$ cat config.mk
export PLATFORM = sky130hd
export DESIGN_NAME = countdown_ctrl
export DESIGN_NICKNAME = d
export VERILOG_FILES = /design/src/rtl/countdown_ctrl_pkg.sv /design/src/rtl/tick_prescaler.sv /design/src/rtl/countdown_ctrl.sv
export SDC_FILE = /design/constraint.sdc
export NUM_CORES = 1
export LEC_CHECK = 0
export CAP_MARGIN = 20
export CORE_ASPECT_RATIO = 0.9
export CORE_MARGIN = 2
export CORE_UTILIZATION = 55
export DETAILED_ROUTE_END_ITERATION = 16
export HOLD_SLACK_MARGIN = 0.06
export PLACE_DENSITY = 0.74
export SLEW_MARGIN = 40
export SYNTH_ARGS = -nofsm -noshare
export SYNTH_HDL_FRONTEND = slang
export SYNTH_SLANG_ARGS = --single-unit
$ cat constraint.sdc
create_clock -name clk -period 6 [get_ports clk]
set_clock_uncertainty 0.1 [all_clocks]
set_input_delay 1.2 -clock clk [delete_from_list [all_inputs] [get_ports clk]]
set_output_delay 1.2 -clock clk [all_outputs]
set_load 0.005 [all_outputs]
$ cat src/rtl/countdown_ctrl_pkg.sv
`default_nettype none
// ============================================================================
// Module : countdown_ctrl_pkg
// Brief  : State type and default tick divider shared by the countdown
//          control stage and its prescaler.
// Rev    : 1.0 - initial release
// ============================================================================
package countdown_ctrl_pkg;

    typedef enum logic [1:0] {
        IDLE  = 2'd0,
        RUN   = 2'd1,
        PAUSE = 2'd2,
        DONE  = 2'd3
    } state_t;

    // One count tick per second at a 100 MHz system clock
    localparam int unsigned c_DEFAULT_TICK_DIV = 100_000_000;

endpackage
`default_nettype wire

$ cat src/rtl/tick_prescaler.sv
`default_nettype none
// ============================================================================
// Module : tick_prescaler
// Brief  : Modulo-TICK_DIV cycle counter with enable, synchronous clear and
//          a terminal-count flag (high while the count sits at TICK_DIV-1).
// Rev    : 1.0 - initial release
// ============================================================================
module tick_prescaler #(
    parameter int unsigned TICK_DIV = 4
) (
    input  logic clk,
    input  logic rst,
    input  logic en,
    input  logic clr,
    output logic tc
);

    localparam int unsigned        c_CNT_W = $clog2(TICK_DIV);
    localparam logic [c_CNT_W-1:0] c_LAST  = c_CNT_W'(TICK_DIV - 1);

    logic [c_CNT_W-1:0] r_count;

    assign tc = (r_count == c_LAST);

    always_ff @(posedge clk or posedge rst) begin
        if (rst) begin
            r_count <= '0;
        end else if (clr) begin
            r_count <= '0;
        end else if (en) begin
            r_count <= tc ? '0 : r_count + c_CNT_W'(1);
        end
    end

endmodule
`default_nettype wire

$ cat src/rtl/countdown_ctrl.sv
`default_nettype none
// ============================================================================
// Module : countdown_ctrl
// Brief  : Run/pause/done control for the BCD countdown chain; paces the
//          LS-digit decrease strobe and issues the preset reload strobe.
//          Optional display blink in PAUSE/DONE: COUNTDOWN_CTRL_BLINK_EN.
// Rev    : 1.0 - initial release
// ============================================================================
module countdown_ctrl
    import countdown_ctrl_pkg::*;
#(
    parameter int unsigned TICK_DIV = c_DEFAULT_TICK_DIV
) (
    input  logic clk,
    input  logic rst,
    input  logic start_pause,
    input  logic clear,
    input  logic count_zero,
    output logic decrease,
    output logic reload,
    output logic running,
    output logic done,
    output logic disp_on
);

    state_t r_state;
    state_t w_next;
    logic   w_pre_en;
    logic   w_pre_clr;
    logic   w_tc;

    always_comb begin
        w_next = r_state;
        if (clear) begin
            w_next = IDLE;
        end else begin
            case (r_state)
                IDLE:    if (start_pause && !count_zero) w_next = RUN;
                RUN: begin
                    if (count_zero)       w_next = DONE;
                    else if (start_pause) w_next = PAUSE;
                end
                PAUSE:   if (start_pause) w_next = RUN;
                default: w_next = r_state;
            endcase
        end
    end

    // Prescaler freezes on the pausing cycle so a resumed second keeps its phase
    assign w_pre_en  = (r_state == RUN) && (w_next == RUN);
    assign w_pre_clr = clear || (w_next == IDLE) || (w_next == DONE);

    tick_prescaler #(
        .TICK_DIV (TICK_DIV)
    ) u_tick_prescaler (
        .clk (clk),
        .rst (rst),
        .en  (w_pre_en),
        .clr (w_pre_clr),
        .tc  (w_tc)
    );

    always_ff @(posedge clk or posedge rst) begin
        if (rst) begin
            r_state  <= IDLE;
            decrease <= 1'b0;
            reload   <= 1'b0;
            running  <= 1'b0;
            done     <= 1'b0;
        end else begin
            r_state  <= w_next;
            decrease <= w_pre_en && w_tc && !count_zero;
            reload   <= clear;
            running  <= (w_next == RUN);
            done     <= (w_next == DONE);
        end
    end

`ifdef COUNTDOWN_CTRL_BLINK_EN
    localparam int unsigned         c_HALF_DIV  = TICK_DIV / 2;
    localparam int unsigned         c_HALF_W    = $clog2(c_HALF_DIV);
    localparam logic [c_HALF_W-1:0] c_HALF_LAST = c_HALF_W'(c_HALF_DIV - 1);

    logic [c_HALF_W-1:0] r_half_cnt;
    logic                w_blink_st;

    assign w_blink_st = (w_next == PAUSE) || (w_next == DONE);

    always_ff @(posedge clk or posedge rst) begin
        if (rst) begin
            r_half_cnt <= '0;
            disp_on    <= 1'b1;
        end else if (!w_blink_st) begin
            r_half_cnt <= '0;
            disp_on    <= 1'b1;
        end else if (w_next != r_state) begin
            r_half_cnt <= '0;
            disp_on    <= 1'b0;
        end else if (r_half_cnt == c_HALF_LAST) begin
            r_half_cnt <= '0;
            disp_on    <= ~disp_on;
        end else begin
            r_half_cnt <= r_half_cnt + c_HALF_W'(1);
        end
    end
`else
    assign disp_on = 1'b1;
`endif

endmodule
`default_nettype wire

==> results.yml, run 1 <==
outcome:
  status: "complete, no violations"
layout:
  multi_input_area_um2: 897
  diodes: 0
  nets: 198
  drive_above_1_share: 0.0725
  fillers: 251
  area_growth_pct: 8.33
  register_area_um2: 826
sta:
  min_period_over_period: 0.546
  maxSlewViolCount: 0
  slew_headroom: 0.517
  rsz0062_at_grt: "false"
  timing.hold.ws_ns: 0.437
  setup_viol: 0
  setup_slack_ns: 2.73
  max_freq_mhz: 306
  hold_violations: 0
  tightest_slew_ns: 0.720
  min_period_ns: 3.27
  fin_tns_setup_ns: 0
cts:
  cts_sinks: 33
  post_cts_buffers: 0
  cts_resized: 0
  clock_latency_ns: 0.35
  clk_pin_slew_ns: 0.10
  clockBufferDepth: 2
  cts_root_buffer: "clkbuf_4"
  tritoncts: "yes"
  numCtsBuffers: 5
  holdBufCountCts: 0
  htree_levels: 2
floorplanning:
  rows: 19
  initial_utilization: 0.578
  core-area_um2: 3070
  io_pins: 10
  die_width_um: 63.8
  die_height_um: 57.8
  die-area_um2: 3690
synthesis:
  synthFlopType: "dfrtp_1"
  netlist-cell-type-count: 44
  syn_nets: 190
  postSynthCellCount: 184
  synth.avg_cell_area_um2: 9.63
  synth-edff-count: 0
  yosys_register_bits: 33
  syn_area_um2: 1770
  ys.warnings.count: 0
  synth_top_area_share: 0.466
  yosys.area.top_type: "dfrtp_1"
  yosys-top-cells-area: "dfrtp_1, xor2_1, nor2_1"
  ys_async_sr_fraction: 1.00
  synth-seq-area-share: 0.466
grt:
  grt_pass1_wl_um: 6230
  grt_overflow: 0
  antenna_found_initial: 0
  grtUsageTotal: 0.223
  grt_pass1_vias: 1303
  grt_max_degree: 34
worst_setup_path:
  worstPathRequired_ns: 6.17
  reg2reg_slack_ns: 3.59
  worstSetupEndpoint: "u_tick_prescaler.r_count[26]"
  path_depth: 6
  cp.arrival_ns: 3.44
  critPathMaxFanout: 14
  r2r_end: "u_tick_prescaler.r_count[26]"
  cp-startpoint: "count_zero"
  slowest_delay_ns: 0.54
  reg2reg_from: "r_state[1]"
  path_class: "primary input to register"
  crit_family: "compound AO/OA/AOI/OAI gates"
  crit_path_top_delay_cell: "a31oi_2"
  worst-path-buf-inv: 1
  r2r_cells: 5
  critPathLaunchType: "primary input"
  critical_path.endpoint_type: "register"
  path_cells: "clkdlybuf4s50_1 > or3b_1 > or3_1 > a31oi_2 > o21ai_0 > a31oi_1"
power_and_ir_drop:
  p_per_area_nw_per_um2: 194
  power_leakage_uw: 0.000749
  power_uw: 373
  ir_drop_mv: 0.119
placed_design:
  hpwl_um: 2530
  portBuffers: 8
  gp_congestion: 0.848
  place_ws_ns: 2.39
hold_path:
  min_path_cells: 1
  hp-class: "register to register"
  hold_start: "u_tick_prescaler.r_count[24]"
detailed_routing:
  drt_iter0_markers: 148
  routed_via_density: 6.17
  finalWirelength_um: 3660
  post_drt_wl_per_cell_um: 15.6
  num_vias: 1451
  ant_nets: 0
  drc: 0
  first_pass_iters: 4
flow_run:
  cap_viol_max_count: 0
[synthesized netlist by cell type, types with 2 or more instances]
library cell / instances
dfrtp_1: 33
nor2_1: 26
nand2_1: 14
xor2_1: 13
nand4_1: 12
nand3_1: 8
a31oi_1: 6
and3_1: 6
a21oi_1: 5
nor3_1: 5
xnor2_1: 5
a41oi_1: 4
nor4_1: 4
o21ai_0: 4
and2_1: 3
buf_4: 3
clkbuf_1: 3
nand2b_1: 3
inv_1: 2
[metrics by stage]
step | cell area (µm²) | std cells | utilization
after floorplan | 1770 | 184 | -
after global placement | 1860 | 227 | 0.607
after detailed placement | 1870 | 227 | 0.609
after CTS | 1920 | 235 | 0.625
after global routing | 1920 | 235 | 0.626
final | 1920 | 235 | 0.626
[where the power goes]
group | internal (µW) | leakage, µW | switching [µW]
Clock | 46.6 | 0.0000265 | 73.3
Sequential | 224 | 0.000457 | 2.08
Combinational | 9.25 | 0.000265 | 17.2
[routing by layer]
metal | track usage | up-vias | share of wire
met5 | 0 | - | 0
met1 | 0.296 | 736 | 0.46
li1 | - | 684 | -
met4 | 0.0652 | 0 | 0.014
met2 | 0.353 | 25 | 0.47
met3 | 0.0718 | 6 | 0.049
[area by class of cell]
type,count,share of cell area
Sequential cell,33,0.430
Timing Repair Buffer,9,0.0456
Tap cell,42,0.0274
Multi-Input combinational cell,141,0.467
Inverter,2,0.00391
Clock buffer,8,0.0254
[registers in the layout, indices dropped and copies added, names as in the netlist]
signal / flops
decrease: 1
reload: 1
r_state: 2
running: 1
u_tick_prescaler.r_count: 27
done: 1
[cells by family (layout without fill, tap and decap cells)]
| family | count (synthesis) | count (layout) | synth area share |
|---|---|---|---|
| other | 1 | 1 | 0.00212 |
| DFF | 33 | 33 | 0.466 |
| muxes | 2 | 2 | 0.0120 |
| and+or+nand+nor | 93 | 93 | 0.285 |
| AOI/OAI and AO/OA | 26 | 26 | 0.107 |
| xor gates and xnor gates | 18 | 18 | 0.0890 |
| buffers and inverters | 10 | 19 | 0.0325 |
| adders and majority gates | 1 | 1 | 0.00706 |
[how the worst min path moves through the flow]
stage	to
global placement	u_tick_prescaler.r_count[24]
CTS	u_tick_prescaler.r_count[24]
global route	u_tick_prescaler.r_count[24]
floorplan	u_tick_prescaler.r_count[26]
finish	u_tick_prescaler.r_count[24]
detailed placement	u_tick_prescaler.r_count[24]
[placed cells by master, fill, tap and decap left out, types with 2 or more instances in the layout]
| master | n |
|---|---|
| a21oi_1 | 5 |
| a31oi_1 | 6 |
| a41oi_1 | 4 |
| and2_1 | 3 |
| and3_1 | 6 |
| clkbuf_1 | 3 |
| clkbuf_4 | 5 |
| clkdlybuf4s50_1 | 8 |
| dfrtp_1 | 33 |
| inv_1 | 2 |
| nand2_1 | 14 |
| nand2b_1 | 3 |
| nand3_1 | 8 |
| nand4_1 | 12 |
| nor2_1 | 25 |
| nor3_1 | 5 |
| nor4_1 | 3 |
| o21ai_0 | 4 |
| xnor2_1 | 5 |
| xor2_1 | 13 |
Power figures use the tool's default switching activity.
==> run 2, diff against run 1 <==
--- a/config.mk
+++ b/config.mk
@@ -8,10 +8,10 @@
 export CAP_MARGIN = 20
 export CORE_ASPECT_RATIO = 0.9
 export CORE_MARGIN = 2
-export CORE_UTILIZATION = 55
+export CORE_UTILIZATION = 53
 export DETAILED_ROUTE_END_ITERATION = 16
 export HOLD_SLACK_MARGIN = 0.06
-export PLACE_DENSITY = 0.74
+export PLACE_DENSITY = 0.75
 export SLEW_MARGIN = 40
 export SYNTH_ARGS = -nofsm -noshare
 export SYNTH_HDL_FRONTEND = slang
==> constraint.sdc (replaced) <==
create_clock -name clk -period 3 [get_ports clk]
set_clock_uncertainty 0.1 [all_clocks]
set_input_delay 0.6 -clock clk [delete_from_list [all_inputs] [get_ports clk]]
set_output_delay 0.6 -clock clk [all_outputs]
set_load 0.005 [all_outputs]
==> run 2 against run 1 <==
  * Sequential cell count unchanged
  * Worst setup slack lost 2.3 ns
  * Sequential share of layout area down 1.2 points
  * Final area rose by 2.8%
  * Global-route usage fell by 1.4 points
  * Routed wire length shrank 3.3%
==> results.yml, run 2 (same netlist as run 1, synthesis figures left out) <==
worst_setup_path:
  slowest_delay_ns: 0.68
  r2r_end: "u_tick_prescaler.r_count[15]"
  worstPathRequired_ns: 3.09
  reg2reg_from: "u_tick_prescaler.r_count[17]"
  critPathLaunchType: "primary input"
  path_class: "primary input to register"
  crit_family: "simple AND/OR/NAND/NOR gates"
  reg2reg_slack_ns: 0.68
  critical_path.endpoint_type: "register"
  cp.arrival_ns: 2.64
  crit_path_top_delay_cell: "nor4b_1"
  path_cells: "clkdlybuf4s50_1 > nor4b_1 > or2_1 > a21oi_4 > a211oi_1"
  worst-path-buf-inv: 1
  r2r_cells: 5
  critPathMaxFanout: 19
placed_design:
  gp_congestion: 0.843
  hpwl_um: 2500
  portBuffers: 8
  dp_cells: 230
floorplanning:
  core-area_um2: 3110
  die_height_um: 58.9
  die_width_um: 64.9
  rows: 19
  initial_utilization: 0.569
  die-area_um2: 3820
  io_pins: 10
power_and_ir_drop:
  power_leakage_uw: 0.000783
  p_per_area_nw_per_um2: 422
  ir_drop_mv: 0.270
grt:
  grtUsageTotal: 0.209
  antenna_found_initial: 0
  grt_pass1_vias: 1377
  grt_max_degree: 34
  grt_overflow: 0
  grt_pass1_wl_um: 6000
sta:
  maxSlewViolCount: 0
  fin_tns_setup_ns: 0
  max_freq_mhz: 392
  min_period_over_period: 0.850
  rsz0062_at_grt: "false"
  hold_violations: 0
  setup_viol: 0
  min_period_ns: 2.55
  tightest_slew_ns: 0.676
  slew_headroom: 0.543
cts:
  numCtsBuffers: 5
  clockBufferDepth: 2
  tritoncts: "yes"
  holdBufCountCts: 0
  clock_latency_ns: 0.28
  clk_pin_slew_ns: 0.06
  post_cts_buffers: 0
  cts_root_buffer: "clkbuf_8"
  cts_resized: 0
  cts_sinks: 33
  htree_levels: 2
detailed_routing:
  routed_via_density: 5.89
  first_pass_iters: 4
  post_drt_wl_per_cell_um: 14.9
  finalWirelength_um: 3540
  num_vias: 1395
  drc: 0
  ant_nets: 0
  drt_iter0_markers: 108
hold_path:
  min_path_cells: 1
  hp-class: "register to register"
  holdPathEnd: "u_tick_prescaler.r_count[24]"
  hold_start: "u_tick_prescaler.r_count[24]"
layout:
  multi_input_area_um2: 891
  diodes: 0
  layout_commonest_cell: "dfrtp_1"
  layout_common_cells: "dfrtp_1, nor2_1, nand2_1, xor2_1, nand4_1"
  drive_above_1_share: 0.0872
  area_growth_pct: 11.4
  nets: 201
  largestRegisters: "u_tick_prescaler.r_count x27, r_state x2"
  fillers: 260
  largest_reg_flops: 27
  register_area_um2: 826
  regMostFlops: "u_tick_prescaler.r_count"
  final_cells: 237
outcome:
  status: "complete, no violations"
flow_run:
  cap_viol_max_count: 0
==> run 2: cell count changes in the layout (fill, tap and decap cells not counted) <==
cell,before,now
buf_4,1,4
clkbuf_1,3,1
clkbuf_4,5,0
clkbuf_8,0,6
nor4_1,3,4
nor4_2,1,0
==> run 2: worst max-delay path by stage <==
stage | startpoint | cells past startpoint | endpoint
final | clear | 5 | u_tick_prescaler.r_count[13]
after detailed placement | clear | 6 | u_tick_prescaler.r_count[18]
after global routing | clear | 5 | u_tick_prescaler.r_count[13]
after floorplan | count_zero | 6 | u_tick_prescaler.r_count[20]
after global placement | clear | 6 | u_tick_prescaler.r_count[18]
after CTS | clear | 6 | u_tick_prescaler.r_count[18]
==> run 2: final cells by class <==
cell class              count  share of cell area
multi-input cells         141               0.451
flip-flops and latches     33               0.419
inverters                   2             0.00380
clock buffers               7              0.0438
repair buffers             12              0.0558
well taps                  42              0.0266
==> run 2: power breakdown <==
| part | internal, µW | switching (µW) | leakage, µW | total (µW) |
|---|---|---|---|---|
| logic | 18.7 | 33.7 | 0.000282 | 52.4 |
| registers | 449 | 4.49 | 0.000457 | 453 |
| clock network | 182 | 145 | 0.0000443 | 327 |
==> run 2: worst register-to-register path, delay by kind of cell (launching register included) <==
family / cells / cell delay (ns)
AND/OR/NAND/NOR: 4 / 1.23
AO/OA/AOI/OAI: 1 / 0.45
flip-flops: 1 / 0.41
==> run 2: metrics by stage <==
| stage | setup WS, ns | instance area [µm²] | hold slack [ns] | utilization | power, µW |
|---|---|---|---|---|---|
| finish | 0.450 | 1970 | 0.424 | 0.634 | 833 |
| global route | 0.310 | 1970 | 0.460 | 0.634 | 868 |
| CTS | 0.516 | 1970 | 0.410 | 0.633 | 844 |
| detailed placement | 0.250 | 1880 | 0.401 | 0.605 | 514 |
| global placement | 0.328 | 1880 | 0.393 | 0.605 | 512 |
| floorplan | 0.890 | 1770 | 0.353 | - | 500 |
==> run 2: routing by layer <==
layer  vias up  part of all wire  global-route usage
li1        684                 -                   -
met1       675              0.46               0.269
met2        29              0.47               0.336
met3         7             0.047              0.0421
met4         0             0.017               0.116
met5         -                 0                   0
==> run 3, diff against run 2 <==
==> constraint.sdc (replaced) <==
create_clock -name clk -period 2.1 [get_ports clk]
set_clock_uncertainty 0.1 [all_clocks]
set_input_delay 0.42 -clock clk [delete_from_list [all_inputs] [get_ports clk]]
set_output_delay 0.42 -clock clk [all_outputs]
set_load 0.005 [all_outputs]
==> run 3 against run 2 <==
  * Combinational power is 120% higher
  * Critical path type unchanged
  * Cell count is 10% higher
  * Sequential share of layout area is 4.5 points lower
  * Critical endpoint is now u_tick_prescaler.r_count[26]
  * Count of clock-buffer cells in the layout grew 1
  * Non-clock buffer count increased by 23
  * Worst hold slack worse by 0.0091 ns
  * Largest cell class unchanged
  * Sequential power rose by 43%
  * Clock power up 39%
==> results.yml, run 3 (same netlist as run 1, synthesis figures left out) <==
outcome:
  status: "complete, no violations"
layout:
  diodes: 0
  layout_commonest_cell: "dfrtp_1"
  area_growth_pct: 25.1
  drive_above_1_share: 0.215
  nets: 224
  layout_common_cells: "dfrtp_1, nor2_1, buf_4, nand2_1, xor2_1"
  finish.instance_area_um2: 2220
  largest_reg_flops: 27
  largestRegisters: "u_tick_prescaler.r_count x27, r_state x2"
  final_cells: 261
  fillers: 237
  regMostFlops: "u_tick_prescaler.r_count"
grt:
  antenna_found_initial: 0
  grtUsageTotal: 0.240
  grt_overflow: 0
  grt_max_degree: 34
  grt_pass1_vias: 1495
  grt_pass1_wl_um: 6730
worst_setup_path:
  cp-startpoint: "clear"
  crit_path_top_delay_cell: "clkdlybuf4s50_1"
  slowest_delay_ns: 0.52
  worstSetupEndpoint: "u_tick_prescaler.r_count[26]"
  critical_path.endpoint_type: "register"
  reg2reg_slack_ns: 0.06
  path_class: "primary input to register"
  critPathLaunchType: "primary input"
  reg2reg_from: "u_tick_prescaler.r_count[19]"
  r2r_cells: 6
  cp.arrival_ns: 2.17
  worstPathRequired_ns: 2.22
  path_cells: "clkdlybuf4s50_1 > buf_4 > or3_4 > a31oi_4 > buf_6 > a41oi_2 > a31oi_1"
  critPathMaxFanout: 7
  r2r_end: "u_tick_prescaler.r_count[24]"
placed_design:
  portBuffers: 8
  hpwl_um: 2790
  gp_congestion: 0.864
  dp_cells: 251
  placed_area_um2: 2050
detailed_routing:
  finalWirelength_um: 4200
  num_vias: 1526
  drc: 0
  ant_nets: 0
  routed_via_density: 5.85
  first_pass_iters: 4
  post_drt_wl_per_cell_um: 16.1
  drt_iter0_markers: 207
floorplanning:
  rows: 19
  die_width_um: 64.9
  die-area_um2: 3820
  die_height_um: 58.9
  initial_utilization: 0.569
  io_pins: 10
  core-area_um2: 3110
cts:
  cts_root_buffer: "clkbuf_8"
  htree_levels: 2
  clk_pin_slew_ns: 0.07
  holdBufCountCts: 0
  cts_sinks: 33
  tritoncts: "yes"
  numCtsBuffers: 5
  clock_latency_ns: 0.29
  clockBufferDepth: 2
flow_run:
  cap_viol_max_count: 0
sta:
  min_period_ns: 2.06
  setup_viol: 0
  min_period_over_period: 0.979
  rsz0062_at_grt: "true"
  max_freq_mhz: 486
  hold_violations: 0
  maxSlewViolCount: 0
power_and_ir_drop:
  power_uw: 1220
  p_per_area_nw_per_um2: 549
  ir_drop_mv: 0.419
  power_leakage_uw: 0.000924
hold_path:
  hp-class: "primary input to asynchronous set/reset pin"
-- run 3: worst min path at each step --
| stage | cells after the start | startpoint | endpoint | slack [ns] |
|---|---|---|---|---|
| after floorplan | 0 | clear | reload | 0.35 |
| after detailed placement | 1 | u_tick_prescaler.r_count[24] | u_tick_prescaler.r_count[24] | 0.41 |
| after global routing | 1 | u_tick_prescaler.r_count[24] | u_tick_prescaler.r_count[24] | 0.43 |
| final | 3 | rst | u_tick_prescaler.r_count[22] | 0.41 |
| after global placement | 1 | u_tick_prescaler.r_count[24] | u_tick_prescaler.r_count[24] | 0.39 |
| after CTS | 1 | u_tick_prescaler.r_count[24] | u_tick_prescaler.r_count[24] | 0.42 |
-- run 3: cell type report --
cell class	instances	area (µm²)	share of cell area
well taps	42	52.6	0.0237
flip-flops and latches	33	827	0.373
inverters	2	7.51	0.00339
multi-input cells	141	945	0.426
repair buffers	35	305	0.138
clock buffers	8	80.1	0.0361
-- run 3: per-layer routing --
| layer | GRT usage | wire [µm] | up-vias |
|---|---|---|---|
| met1 | 0.313 | 1880 | 732 |
| met4 | 0.116 | 82 | 0 |
| met3 | 0.0650 | 232 | 9 |
| met2 | 0.373 | 2000 | 55 |
| met5 | 0 | 0 | - |
| li1 | - | - | 730 |
-- run 3: metrics by stage --
step / worst slack [ns] / util / setup TNS, ns / hold slack [ns]
2_1_floorplan: 0.00967 / - / 0 / 0.351
3_3_place_gp: -0.290 / 0.660 / -6.07 / 0.390
3_5_place_dp: -0.353 / 0.660 / -7.21 / 0.408
4_1_cts: 0.00356 / 0.690 / 0 / 0.423
5_1_grt: -0.0287 / 0.712 / -0.298 / 0.434
6_report: 0.0433 / 0.712 / 0 / 0.415
-- run 3: power breakdown --
group,total [µW],leakage (µW),internal [µW],switching (µW)
logic,115,0.000429,53.1,61.5
registers,646,0.000455,641,4.15
clock network,456,0.0000395,235,221
total,1220,0.000924,930,286
-- run 3: repair_timing --
action	CTS	global route
endpoints found under the setup margin	11	25
pin swaps	1	3
buffers inserted	0	1
gates cloned	0	1
resized for setup	3	12
endpoints found under the hold margin	0	0
-- run 3: worst max-delay path: cells and delay by family --
kind | cells | cell delay [ns]
AND/OR/NAND/NOR | 1 | 0.40
buffers and inverters | 3 | 0.88
AO/OA/AOI/OAI | 3 | 0.46
